## src/rtl/mem_arbiter.sv

```systemverilog
// mem_arbiter: two-requester arbiter in front of a single-port data memory.
//
// One requester owns the memory per cycle. A transfer executes on the clock
// edge that ends the owner's gnt cycle: stores via mem_we, loads by
// registering mem_rdata into rdata and pulsing the owner's rvalid for one
// cycle afterwards. An owner still holding req during its gnt cycle is
// treated as making a new request, so a lone requester streams one transfer
// per cycle.
//
// Configuration:
//   MEM_ARB_ROUND_ROBIN_EN  defined   -> round-robin between simultaneous
//                                        requests (last_owner register kept)
//                           undefined -> fixed priority, requester 0 wins
//
// Ports:
//   clk, rst                      clock, synchronous active-high reset
//   rN_req/we/addr/wdata/addrmode requester N transfer request
//   rN_gnt                        requester N owns memory this cycle
//   rN_rvalid                     one-cycle pulse, rdata holds N's load data
//   rdata                         registered load data (shared)
//   mem_we/addr/wdata/addrmode    data-memory drive
//   mem_rdata                     combinational data-memory read data
module mem_arbiter #(
  parameter int WIDTH = 32
) (
  input  logic             clk,
  input  logic             rst,
  input  logic             r0_req,
  input  logic             r1_req,
  input  logic             r0_we,
  input  logic             r1_we,
  input  logic [WIDTH-1:0] r0_addr,
  input  logic [WIDTH-1:0] r1_addr,
  input  logic [WIDTH-1:0] r0_wdata,
  input  logic [WIDTH-1:0] r1_wdata,
  input  logic [2:0]       r0_addrmode,
  input  logic [2:0]       r1_addrmode,
  output logic             r0_gnt,
  output logic             r1_gnt,
  output logic             r0_rvalid,
  output logic             r1_rvalid,
  output logic [WIDTH-1:0] rdata,
  output logic             mem_we,
  output logic [WIDTH-1:0] mem_addr,
  output logic [WIDTH-1:0] mem_wdata,
  output logic [2:0]       mem_addrmode,
  input  logic [WIDTH-1:0] mem_rdata
);

  localparam logic [1:0] S_IDLE = 2'd0;
  localparam logic [1:0] S_OWN0 = 2'd1;
  localparam logic [1:0] S_OWN1 = 2'd2;

  logic [1:0]       state_q, state_d;
  logic             rvalid0_q, rvalid1_q;
  logic [WIDTH-1:0] rdata_q;
  logic             own0, own1;
  logic             ld0, ld1;
  logic             win1;

  assign own0 = (state_q == S_OWN0);
  assign own1 = (state_q == S_OWN1);

`ifdef MEM_ARB_ROUND_ROBIN_EN
  logic last_owner_q, last_owner_d;
  logic last_eff;

  // While someone owns the memory, that owner is the most recent one even
  // though last_owner_q only catches up at the end of this cycle.
  always_comb begin
    last_eff = last_owner_q;
    if (own0) last_eff = 1'b0;
    if (own1) last_eff = 1'b1;
  end

  assign last_owner_d = last_eff;
  // On a tie the requester that did not own last wins.
  assign win1 = r1_req & (~r0_req | ~last_eff);

  always_ff @(posedge clk) begin
    if (rst) last_owner_q <= 1'b1;
    else     last_owner_q <= last_owner_d;
  end
`else
  assign win1 = r1_req & ~r0_req;
`endif

  // Same arbitration from every state: an owner holding req competes anew.
  always_comb begin
    state_d = S_IDLE;
    if (r0_req | r1_req) state_d = win1 ? S_OWN1 : S_OWN0;
  end

  assign ld0 = own0 & r0_req & ~r0_we;
  assign ld1 = own1 & r1_req & ~r1_we;

  always_ff @(posedge clk) begin
    if (rst) begin
      state_q   <= S_IDLE;
      rvalid0_q <= 1'b0;
      rvalid1_q <= 1'b0;
      rdata_q   <= '0;
    end else begin
      state_q   <= state_d;
      rvalid0_q <= ld0;
      rvalid1_q <= ld1;
      if (ld0 | ld1) rdata_q <= mem_rdata;
    end
  end

  assign r0_gnt    = own0;
  assign r1_gnt    = own1;
  assign r0_rvalid = rvalid0_q;
  assign r1_rvalid = rvalid1_q;
  assign rdata     = rdata_q;

  // Requester 1 drives memory only while it owns it; otherwise requester 0's
  // fields sit on the bus with the write suppressed. A reset in an owner
  // cycle kills the store on that same edge.
  assign mem_we       = ~rst & ((own0 & r0_req & r0_we) | (own1 & r1_req & r1_we));
  assign mem_addr     = own1 ? r1_addr     : r0_addr;
  assign mem_wdata    = own1 ? r1_wdata    : r0_wdata;
  assign mem_addrmode = own1 ? r1_addrmode : r0_addrmode;

endmodule

```

## config.mk

```make
export PLATFORM = sky130hd
export DESIGN_NAME = mem_arbiter
export DESIGN_NICKNAME = d
export VERILOG_FILES = /design/src/rtl/mem_arbiter.sv
export SDC_FILE = /design/constraint.sdc
export NUM_CORES = 1
export LEC_CHECK = 0
export BUFFER_PORTS_ARGS = -buffer_cell sky130_fd_sc_hd__buf_2
export CAP_MARGIN = 40
export CELL_PAD_IN_SITES_DETAIL_PLACEMENT = 0
export CELL_PAD_IN_SITES_GLOBAL_PLACEMENT = 1
export CORE_AREA = 2 2 107 109
export DETAILED_ROUTE_END_ITERATION = 12
export DIE_AREA = 0 0 109 111
export GPL_TIMING_DRIVEN = 0
export PLACE_DENSITY_LB_ADDON = 0.1
export SKIP_CTS_REPAIR_TIMING = 1
export SLEW_MARGIN = 20
export SYNTH_ARGS = -nofsm -noshare
export SYNTH_HDL_FRONTEND = slang
export SYNTH_SLANG_ARGS = --single-unit
```

## constraint.sdc

```tcl
create_clock -name clk -period 4.3 [get_ports clk]
set_input_delay 0.86 -clock clk [delete_from_list [all_inputs] [get_ports clk]]
set_output_delay 0.86 -clock clk [all_outputs]
set_load 0.01 [all_outputs]
```

Word-level counts from Yosys, hierarchy flattened
Cells that the tools add are included.

Reductions and logical operators: 1. Bitwise logic cells: 16. Multiplexer cells: 4. Eq/ne operators: 2.

Operators with widths (number): 32-bit two-way mux (2); 1-bit AND (8); 1-bit NOT (5); 3-bit two-way mux (1); 1-bit OR (3); 2-bit by 1-bit == test with 1-bit output, second input constant (1); 2-bit == test, second input constant (1); 2-bit two-way mux (1); 2-bit OR reduction (1).

Logic and storage cells: 27. Bits of input ports: 172. Output and inout bits: 104. Register bits: 36.

Longest topological paths before layout
Word-level depth: 5. Mapped depth: 5. Gate-level depth less buffers: 3.

Least setup slack after synthesis
OpenSTA, ideal clock, no wires.

Path kind: reg-to-output. Start: reg state_q[1]. End: out mem_wdata[11]. Cell stages (with the launch flop): 6. Slack: 2.199 ns. Data required time: 3.440 ns. Path buffers: 3. Arrival time: 1.241 ns. Cell sequence: dfxtp_1 > nor2b_2 > buf_4 > buf_6 > buf_6 > mux2_4.

Longest elaborated chain between the ends: 2.

RTL lines: start, declared (RTL line 54) `logic [1:0] state_q, state_d;`; start signal, assigned (RTL line 104) `state_q <= state_d;`; 2-bit == test (RTL line 62) `assign own1 = (state_q == S_OWN1);`; 32-bit two-way mux (RTL line 122) `assign mem_wdata = own1 ? r1_wdata : r0_wdata;`; end, declared (RTL line 45) `output logic [WIDTH-1:0] mem_wdata,`.

No other way between the ends.

Final worst setup path
Start: reg state_q[1]. End: out mem_addr[23].

Longest elaborated chain between the ends: 2.

RTL lines: 2-bit == test (RTL line 62); 32-bit two-way mux (RTL line 121) `assign mem_addr = own1 ? r1_addr : r0_addr;`; end, declared (RTL line 44) `output logic [WIDTH-1:0] mem_addr,`.

No other way between the ends.

==> results.tsv <==
stage	metric	value	unit
outcome	status	completed	
place	place_ws	1.91	ns
finish	fin_area	0.00414	mm2
synthesis	syn_avg_cell_area	10.6	um2
place	postPlaceCellArea	0.00400	mm2
sta	drv_slew	0	
floorplanning	coreArea	0.0111	mm2
synthesis	ys_types	18	
place	place_inst	647	
worst_setup_path	r2r_cells	4	
route	drc_errors	0	
synthesis	yosysTopAreaCellShare	29.5	%
route	first_iter_violations	61	
clock_network	clk_latency	0.28	ns
clock_network	htree_levels	2	
synthesis	yosysSeqAreaShare	29.5	%
worst_setup_path	path_class	reg -> out	
route	wirelength	10.2	mm
floorplanning	num_rows	39	
floorplanning	die_area	0.0121	mm2
route	drt_pre_antenna_iters	4	
finish	fin_nets	683	
worst_hold_path	hold_end	rdata[23]	
worst_setup_path	crit_family	buffers and inverters	
sta	hold_viol_final	0	
synthesis	syn_nets	402	
finish	area_delta_synth_final	69.3	%
worst_setup_path	worstSetupStartpointType	flip-flop	
sta	worst_pin_slew	0.401	ns
finish	mostFrequentLayoutCells	buf_2 (279), nand2b_1 (65), mux2_1 (57)	
clock_network	clockBufferDepth	2	
worst_setup_path	end_kind	primary output	
global_routing	gr-usage-all-layers	16.1	%
sta	min_period	2.65	ns
worst_hold_path	holdCritStartpoint	rdata[23]	
sta	slew-limit-headroom	73.2	%
worst_setup_path	rrSetupSlack	2.84	ns
synthesis	syn_area	0.00245	mm2
clock_network	numCtsBuffers	5	
finish	layout_commonest_cell	buf_2	
global_routing	grt-ovfl-total	0	
worst_setup_path	critPathArrivalTime	1.79	ns
worst_setup_path	slowest_delay	0.40	ns
place	gp_congestion	0.814	
sta	rsz0062_at_grt	false	
route	antenna_left	0	
worst_setup_path	worstReg2RegEnd	rdata[26]	
power_and_ir_drop	powerDensity	233	mW/mm2
worst_setup_path	cpMostUsedCell	buf_2	
floorplanning	die_y	111	um
floorplanning	initial_core_util	22.1	%
floorplanning	die_x	109	um
sta	fin_ws	1.65	ns
worst_setup_path	crit_chain	nor2b_2 -> buf_4 -> buf_2 -> mux2_1 -> buf_2	
sta	skew	0.00829	ns
sta	fmax	378	MHz
synthesis	yosys-top-cells-area	dfxtp_1 (29%), mux2_1 (26%), nand2b_1 (17%)	
worst_setup_path	cp_data_required_time	3.44	ns
global_routing	antenna_found_initial	2	
clock_network	clockRootBuffer	clkbuf_16	
worst_setup_path	crit-reg2reg-launch	state_q[1]	
finish	drive_gt1_share	59.2	%
route	wl_per_cell	15.6	um
power_and_ir_drop	power	966	uW
clock_network	cts_tree	done	
power_and_ir_drop	p_leak	2.30	nW
worst_hold_path	min_path_cells	2	
sta	setup_violations	0	
worst_hold_path	hold_path.class	reg -> reg	
global_routing	grt_pass1_wl	14.7	mm
synthesis	yosysWarnings	0	
route	via_count	2759	
run	maxCapViolCount	0	
power_and_ir_drop	ir_drop	0.000160	V
worst_setup_path	cp.buffers_inverters	3	
finish	finalNonFillerCells	656	
synthesis	netlist_instances	230	
sta	tns	0	ns
global_routing	grt_max_degree	12	
worst_setup_path	critPathSlowestCell	dfxtp_1	
clock_network	clkSlewWorstSetupHoldPaths	0.06	ns
clock_network	cts.sinks	36	
synthesis	ys_ff_latch	36	
route	via_per_inst	4.21	
place	dp_hpwl	8.84	mm
floorplanning	ios	276	
sta	period_share	61.6	%
worst_setup_path	crit_fanout	10	
synthesis	synth_top_area_cell	dfxtp_1	
place	numPortBuffers	274	
global_routing	grt_pass1_vias	2707	
[registers in the layout, indices dropped and copies added (netlist names)]
signal / count
rdata: 32
state_q: 2
r0_rvalid: 1
r1_rvalid: 1
[stage by stage]
| stage | hold WS [ns] | utilization [%] |
|---|---|---|
| 2_1_floorplan | 0.496 | - |
| 3_3_place_gp | 0.458 | 36.1 |
| 3_5_place_dp | 0.465 | 36.1 |
| 4_1_cts | 0.478 | 37.4 |
| 5_1_grt | 0.499 | 37.4 |
| 6_report | 0.473 | 37.4 |
[how the worst max path moves through the flow]
stage                           from       endpoint  slack [ns]  cells past startpoint
final                     state_q[1]   mem_addr[23]        1.65                      5
after global routing      state_q[1]   mem_addr[24]        1.56                      5
after CTS                 state_q[1]   mem_addr[24]        1.61                      5
after detailed placement  state_q[1]   mem_addr[24]        1.91                      5
after global placement    state_q[1]  mem_wdata[28]        1.92                      5
after floorplan           state_q[1]  mem_wdata[11]        2.20                      5
[area by class of cell]
cell class,count,area (um2)
diodes,1,2.50
repair buffers,274,1370
fillers,1180,6940
well taps,143,179
clock buffers,7,133
plain buffers,18,115
clock inverters,1,8.76
multi-input cells,176,1610
flip-flops and latches,36,721
[cells in the mapped netlist]
cell type and n:
and2b_1 1, clkbuf_1 7, and4bb_1 1, buf_6 5, mux2_1 57, nor3b_1 2, a21oi_2 1, mux2_4 10
nor2b_1 2, buf_2 5, nand2b_1 65, nand4b_1 2, a21oi_1 1, nor2b_2 1, buf_4 1, dfxtp_1 36
nor2_1 1, mux2i_1 32
[report_power, final]
| part | switching (mW) | internal, mW |
|---|---|---|
| Sequential | 0.00544 | 0.344 |
| Combinational | 0.115 | 0.149 |
| Clock | 0.137 | 0.216 |
[routing by layer]
metal  GRT usage, %  part of all wire [%]
met1           18.8                    40
met2           28.2                    49
met3           5.29                   9.9
met4           3.33                   1.1
met5              0                  0.13
[worst register-to-register path: cells and delay by family, from the launching register on]
| family | cells | cell delay (ns) |
|---|---|---|
| flops | 1 | 0.40 |
| buf+inv | 1 | 0.24 |
| compound gates | 1 | 0.32 |
| simple gates | 1 | 0.23 |
| mux | 1 | 0.21 |
[logic make-up after synthesis]
logic type	count (synthesis)	synth area share [%]
buffers and inverters	18	4.71
and+or+nand+nor	75	19.8
AOI/OAI and AO/OA	2	0.563
DFF	36	29.5
muxes	99	45.5
Power figures use the tool's default switching activity.
